--- src/rtl/multicycle_control_fsm.sv ---
// Multi-cycle MIPS-subset sequencer: one datapath step per clock, memory-ready
// stalls with a bounded wait, and sticky traps for illegal encodings and hung memory.
module multicycle_control_fsm #(
   parameter int MEM_TIMEOUT = 15
) (
   input  logic       clk,
   input  logic       rst,
   input  logic [5:0] opCode,
   input  logic [5:0] funct,
   input  logic       mem_ready,
   output logic       PCWrite,
   output logic       PCWriteCond,
   output logic       PCSrc,
   output logic       IorD,
   output logic       MemReadEn,
   output logic       MemWriteEn,
   output logic       IRWrite,
   output logic       RegDst,
   output logic       MemtoReg,
   output logic       RegWriteEn,
   output logic       ALUSrcA,
   output logic [1:0] ALUSrcB,
   output logic [2:0] ALUOp,
   output logic [3:0] state,
   output logic       instr_done,
   output logic       illegal,
   output logic       mem_err
);

   typedef enum logic [3:0] {
      FETCH    = 4'd0,
      DECODE   = 4'd1,
      EXEC_R   = 4'd2,
      WB_R     = 4'd3,
      EXEC_I   = 4'd4,
      WB_I     = 4'd5,
      MEM_ADDR = 4'd6,
      MEM_RD   = 4'd7,
      MEM_WB   = 4'd8,
      MEM_WR   = 4'd9,
      BRANCH   = 4'd10,
      TRAP     = 4'd11
   } state_t;

   state_t     st, nxt;
   logic [7:0] wait_cnt;
   logic       wait_st, tmo;
   logic       set_ill, set_merr;
   logic       r_ok;
   logic [2:0] r_op;
   logic       pc_wr, pc_wr_cond, ir_wr, reg_wr, mem_wr;

   assign state   = st;
   assign wait_st = (st == FETCH) || (st == MEM_RD) || (st == MEM_WR);
   // A same-cycle mem_ready always beats the timeout.
   assign tmo     = (MEM_TIMEOUT != 0) && (wait_cnt == 8'(MEM_TIMEOUT)) && !mem_ready;

   always_comb begin
      r_ok = 1'b1;
      r_op = 3'b000;
      case (funct)
         6'h20:   r_op = 3'b000;
         6'h22:   r_op = 3'b001;
         6'h24:   r_op = 3'b010;
         6'h25:   r_op = 3'b011;
         6'h2A:   r_op = 3'b100;
         default: r_ok = 1'b0;
      endcase
   end

   always_ff @(posedge clk) begin
      if (rst) begin
         st       <= FETCH;
         wait_cnt <= 8'd0;
         illegal  <= 1'b0;
         mem_err  <= 1'b0;
      end else begin
         st <= nxt;
         if (set_ill)  illegal <= 1'b1;
         if (set_merr) mem_err <= 1'b1;
         if ((nxt != st) || mem_ready || !wait_st)
            wait_cnt <= 8'd0;
         else if (wait_cnt != 8'hFF)
            wait_cnt <= wait_cnt + 8'd1;
      end
   end

   always_comb begin
      nxt      = st;
      set_ill  = 1'b0;
      set_merr = 1'b0;
      case (st)
         FETCH: begin
            if (mem_ready) nxt = DECODE;
            else if (tmo) begin
               nxt      = TRAP;
               set_merr = 1'b1;
            end
         end
         DECODE: begin
            case (opCode)
               6'h00: begin
                  if (r_ok) nxt = EXEC_R;
                  else begin
                     nxt     = TRAP;
                     set_ill = 1'b1;
                  end
               end
               6'h08:        nxt = EXEC_I;
               6'h23, 6'h2B: nxt = MEM_ADDR;
               6'h04:        nxt = BRANCH;
               default: begin
                  nxt     = TRAP;
                  set_ill = 1'b1;
               end
            endcase
         end
         EXEC_R:   nxt = WB_R;
         WB_R:     nxt = FETCH;
         EXEC_I:   nxt = WB_I;
         WB_I:     nxt = FETCH;
         MEM_ADDR: nxt = (opCode == 6'h23) ? MEM_RD : MEM_WR;
         MEM_RD: begin
            if (mem_ready) nxt = MEM_WB;
            else if (tmo) begin
               nxt      = TRAP;
               set_merr = 1'b1;
            end
         end
         MEM_WB:   nxt = FETCH;
         MEM_WR: begin
            if (mem_ready) nxt = FETCH;
            else if (tmo) begin
               nxt      = TRAP;
               set_merr = 1'b1;
            end
         end
         BRANCH:   nxt = FETCH;
         TRAP:     nxt = TRAP;
         default: begin
            nxt     = TRAP;
            set_ill = 1'b1;
         end
      endcase
   end

   always_comb begin
      pc_wr      = 1'b0;
      pc_wr_cond = 1'b0;
      ir_wr      = 1'b0;
      reg_wr     = 1'b0;
      mem_wr     = 1'b0;
      PCSrc      = 1'b0;
      IorD       = 1'b0;
      MemReadEn  = 1'b0;
      RegDst     = 1'b0;
      MemtoReg   = 1'b0;
      ALUSrcA    = 1'b0;
      ALUSrcB    = 2'b00;
      ALUOp      = 3'b000;
      instr_done = 1'b0;
      case (st)
         FETCH: begin
            MemReadEn = 1'b1;
            ALUSrcB   = 2'b01;
            ir_wr     = mem_ready;
            pc_wr     = mem_ready;
         end
         DECODE:   ALUSrcB = 2'b11;
         EXEC_R: begin
            ALUSrcA = 1'b1;
            ALUOp   = r_op;
         end
         WB_R: begin
            RegDst     = 1'b1;
            reg_wr     = 1'b1;
            instr_done = 1'b1;
         end
         EXEC_I, MEM_ADDR: begin
            ALUSrcA = 1'b1;
            ALUSrcB = 2'b10;
         end
         WB_I: begin
            reg_wr     = 1'b1;
            instr_done = 1'b1;
         end
         MEM_RD: begin
            IorD      = 1'b1;
            MemReadEn = 1'b1;
         end
         MEM_WB: begin
            MemtoReg   = 1'b1;
            reg_wr     = 1'b1;
            instr_done = 1'b1;
         end
         MEM_WR: begin
            IorD       = 1'b1;
            mem_wr     = 1'b1;
            instr_done = mem_ready;
         end
         BRANCH: begin
            ALUSrcA    = 1'b1;
            ALUOp      = 3'b001;
            pc_wr_cond = 1'b1;
            PCSrc      = 1'b1;
            instr_done = 1'b1;
         end
         default: ;
      endcase
   end

   // Write strobes are killed combinationally so nothing commits in a reset cycle.
   assign PCWrite     = pc_wr      & ~rst;
   assign PCWriteCond = pc_wr_cond & ~rst;
   assign IRWrite     = ir_wr      & ~rst;
   assign RegWriteEn  = reg_wr     & ~rst;
   assign MemWriteEn  = mem_wr     & ~rst;

endmodule
--- config.mk ---
export PLATFORM = sky130hd
export DESIGN_NAME = multicycle_control_fsm
export DESIGN_NICKNAME = d
export VERILOG_FILES = /design/src/rtl/multicycle_control_fsm.sv
export SDC_FILE = /design/constraint.sdc
export NUM_CORES = 1
export LEC_CHECK = 0
export ABC_AREA = 1
export BUFFER_PORTS_ARGS = -buffer_cell sky130_fd_sc_hd__buf_2
export CORE_ASPECT_RATIO = 1.1
export CORE_MARGIN = 1
export CORE_UTILIZATION = 49
export DETAILED_ROUTE_END_ITERATION = 8
export PLACE_DENSITY = 0.78
export RECOVER_POWER = 50
export SLEW_MARGIN = 10
export SYNTH_ARGS = -nofsm -noshare
export SYNTH_HDL_FRONTEND = slang
export SYNTH_SLANG_ARGS = --single-unit
--- constraint.sdc ---
create_clock -name clk -period 2.36 [get_ports clk]
set_clock_uncertainty 0.1 [all_clocks]
set_input_delay 0.472 -clock clk [delete_from_list [all_inputs] [get_ports clk]]
set_output_delay 0.472 -clock clk [all_outputs]
set_load 0.01 [all_outputs]
## Yosys cells after proc, flatten, opt, wreduce, memory -nomap -nowiden

Cells that the tools add are included.

- Register bits: 14
- Bits of input ports: 15
- Output and inout port bits: 23
- Word-level logic and storage cells: 82

- Add/sub/neg operators: 1
- Eq/ne operators: 23
- Multiplexer cells: 28
- Bitwise gates (word level): 5
- Reduce and logical (&&, ||, !) cells: 21

Operators by type and width:

| cell | count |
|---|---|
| 6-bit == test, second input constant | 7 |
| 4-bit case mux with 8 select lines | 1 |
| 4-bit 2-to-1 mux | 6 |
| 4-bit by 3-bit == test with 1-bit output, second input constant | 4 |
| 4-bit == test, second input constant | 4 |
| 4-bit case mux with 4 select lines | 1 |
| 1-bit 2-to-1 mux | 14 |
| 3-bit case mux with 4 select lines | 1 |
| 4-bit OR reduction | 3 |
| 11-bit OR reduction | 1 |
| 2-bit OR reduction | 5 |
| 8-bit by 1-bit adder with 8-bit output, second input constant | 1 |
| 4-bit by 2-bit == test with 1-bit output, second input constant | 2 |
| 8-bit by 4-bit == test with 1-bit output, second input constant | 1 |
| 8-bit != test, second input constant | 1 |
| 6-bit by 3-bit == test with 1-bit output, second input constant | 1 |
| 6-bit by 4-bit == test with 1-bit output, second input constant | 1 |
| 6-bit zero test | 1 |
| 1-bit case mux with 2 select lines | 3 |
| 2-bit case mux with 3 select lines | 1 |
| 3-bit case mux with 2 select lines | 1 |
| 3-bit OR reduction | 2 |
| 5-bit OR reduction | 1 |
| 1-bit bitwise AND | 4 |
| other kinds (7) | 11 |

## Longest topological paths before layout

- Depth in word-level cells: 10
- Depth in mapped cells: 13
- Depth with buffers taken out: 13

## Worst setup path after synthesis

No wires, ideal clock.

- Kind: reg-to-output
- Start point: register st[3], in the netlist state[3]
- End point: output port RegWriteEn
- Arrival: 1.353 ns
- Required time: 1.788 ns
- Path slack: 0.435 ns
- Stages on the path, launching flop included: 8
- Path buffers: 0
- Cells stage by stage: dfxtp_1 -> inv_2 -> nor2_1 -> inv_1 -> nor2_1 -> a211oi_1 -> or2_2 -> inv_1

- Word-level cells in the longest chain between the ends: 4
- Elaborated cells between the ends (all ways): 6
- Those cells by class: 3 x eq/ne; 1 x mux; 1 x bitwise; 1 x reduce/logical

RTL lines:

| item | line | source |
|---|---|---|
| start: declaration | 45 | `state_t st, nxt;` |
| start signal: assignment | 78 | `st <= nxt;` |
| 4-bit == test (tied with other cells) | 162 | `case (st)` |
| 3-bit OR reduction (no source line) * | -- |  |
| 1-bit 2-to-1 mux * | 162 |  |
| 1-bit bitwise AND * | 216 | `assign RegWriteEn = reg_wr & ~rst;` |
| end: declaration | 20 | `output logic RegWriteEn,` |

Mark *: on every way between the ends. The rest lies on a longest branch, timed or not.

## Worst setup path in the final report

- Start point: register st[2], in the netlist state[2]
- End point: output port RegWriteEn

The elaborated chain is that of the path after synthesis.

==> results.cfg <==
[status]
outcome = finished, final reports clean

[timing]
drv_slew = 0
rsz0062_at_grt = false
fin_ws_ns = 0.0915
fmax_mhz = 441
worst_slew_pin_slew_ns = 0.319
fin_setup_tns_ns = 0
slew_headroom = 0.787
finalCritPeriodShare = 0.961
report.final.hold_viol_count = 0
hold_ws_ns = 0.391
post-route-min-period_ns = 2.27
finalSetupViolCount = 0

[detailed_routing]
vias = 1356
vias_per_cell = 5.10
dr.pass1.iters = 4
drt_wl_total_um = 2880
drc_errors = 0
final_antenna_net_count = 0
initialDrtViolationCount = 30
wl_per_cell_um = 10.8

[yosys]
synth_seq_cells = 14
synth_ff_type = dfxtp_1
synth_edf_count = 0
synthCells = 199
synthXorXnorAreaFrac = 0.0314
synthAdderAreaFrac = 0.0112
synth_area_um2 = 1110
synth_cell_types = 25
muxShareOfSynthArea = 0.0101
synth-simple-area-share = 0.499
synth_compound_area_frac = 0.0988
avgSynthCellArea_um2 = 5.60
yosysWarnings = 0
synth.net_count = 215
postSynth.asyncResetShare = 0
yosysSeqAreaShare = 0.251
synth_top_family_by_area = simple AND/OR/NAND/NOR gates

[critical_path]
path_class = reg -> out
reg2regPathDepth = 12
cp_max_fo = 8
r2r-start = state[2]$_SDFF_PP0_
crit_path_max_incr_delay_ns = 0.41
timing.rr.end = wait_cnt[2]$_SDFFE_PP0P_
start_kind = flip-flop
worstPathArrival_ns = 1.70
critPathCaptureType = output pin
path_cells = nor2_2, inv_2, nor2_1, a211oi_1, or2_2, inv_1, buf_2
worstPathRequired_ns = 1.79
startpoint = state[2]$_SDFF_PP0_
r2r_setup_slack_ns = 0.29
crit_slowest_cell = dfxtp_1

[placement]
portBuffers = 37
place_ws_ns = 0.348
hpwl_um = 2290
routabilityCongestion = 0.871
placed_area_um2 = 1320

[clock_network]
clkSinkCount = 14
h-tree-depth = 1
clk_pin_slew_worst_paths_ns = 0.08
cts_buffers = 3
clock_path_buffers = 2
clock_latency_ns = 0.28
cts_setup_buffers = 0
cts_tree = yes
root_buffer = clkbuf_4

[power_and_ir_drop]
power_density_nw_per_um2 = 807
power.leakage_uw = 0.000713
ir_drop_v = 0.000606

[floorplanning]
io_pins = 38
coreArea_um2 = 2080
rows = 17
dieWidth_um = 47.5
start_util = 0.535
dieHeight_um = 52.0
dieArea_um2 = 2470

[cells_and_area]
finalCoreUtilization = 0.645
antenna_cells = 0
syn_to_final_growth_pct = 20.7
drive_above_1_share = 0.172
fin_nets = 255
fin_area_um2 = 1350
final_cell_mix = nand2_1 (53), nor2_1 (53), buf_2 (28)

[global_route]
grt_pass1_vias = 1227
grt_max_degree = 12
grt_overflow = 0
antenna_found_initial = 0
grt_usage = 0.256
grt_pass1_wl_um = 4660

[worst_hold_path]
hp-class = reg -> reg
worstHoldPathCells = 2
min_from = mem_err$_SDFFE_PP0P_
holdPathEnd = mem_err$_SDFFE_PP0P_

[flow_run]
max_cap_viol_count = 0
## area by class of cell
| type | instances | area [µm²] |
|---|---|---|
| fill | 217 | 739 |
| multi-input combinational | 157 | 721 |
| sequential | 14 | 282 |
| timing repair buffer | 37 | 174 |
| inverter | 26 | 97.6 |
| clock buffer | 4 | 36.3 |
| tap | 28 | 35.0 |
## cell usage after synthesis, drive strengths merged (2+ instances only)
| library cell | instances | share of area |
|---|---|---|
| a21oi | 8 | 0.039 |
| or2 | 2 | 0.011 |
| nand3 | 14 | 0.072 |
| o211ai | 2 | 0.013 |
| nor2 | 54 | 0.18 |
| dfxtp | 14 | 0.25 |
| xor2 | 4 | 0.031 |
| nand3b | 3 | 0.020 |
| nand2 | 53 | 0.18 |
| inv | 26 | 0.088 |
| o21ai | 5 | 0.022 |
| nand4 | 4 | 0.022 |
| a31oi | 3 | 0.017 |
## report_power, final
| part | internal [µW] | total [µW] | switching, µW |
|---|---|---|---|
| Combinational | 206 | 589 | 384 |
| Sequential | 272 | 323 | 51.5 |
| Clock | 93.9 | 173 | 79.1 |
## flip-flops by register name, summed over array words and instances (netlist names)
register,cells
wait_cnt,8
illegal,1
state,4
mem_err,1
## how the worst max path moves through the flow
stage / endpoint / slack (ns) / depth (start not counted)
global route: RegWriteEn / 0.01 / 7
finish: RegWriteEn / 0.09 / 7
detailed placement: RegWriteEn / 0.35 / 7
global placement: RegWriteEn / 0.39 / 7
CTS: RegWriteEn / 0.03 / 7
floorplan: RegWriteEn / 0.43 / 7
## kinds of logic after synthesis
group,count (synthesis)
multiplexers,1
buffers and inverters,28
XOR/XNOR,4
AND/OR/NAND/NOR,132
AO/OA/AOI/OAI,19
adder cells (fa/ha/maj),1
flip-flops,14
## critical path, delay by kind of cell (launching register included)
| family | cells | cell delay (ns) |
|---|---|---|
| AO/OA/AOI/OAI | 1 | 0.08 |
| AND/OR/NAND/NOR | 3 | 0.66 |
| flip-flops | 1 | 0.41 |
| buffers and inverters | 3 | 0.25 |
## stage by stage
step / instances / power [µW]
after global routing: 266 / 1180
after floorplan: 199 / 732
after detailed placement: 262 / 925
after CTS: 266 / 1100
final: 266 / 1090
after global placement: 262 / 912
## routing by layer
layer / GRT usage / up-vias / wire [µm]
li1: - / 712 / -
met1: 0.266 / 603 / 1260
met2: 0.493 / 39 / 1460
met3: 0.0486 / 2 / 160
met4: 0.0667 / 0 / 9
met5: 0 / - / 0
## repair_timing
item,CTS,global route
resized for setup,0,2
hold buffers,0,0
setup endpoints to repair,0,2
No activity file was read; power rests on OpenSTA's default activity.
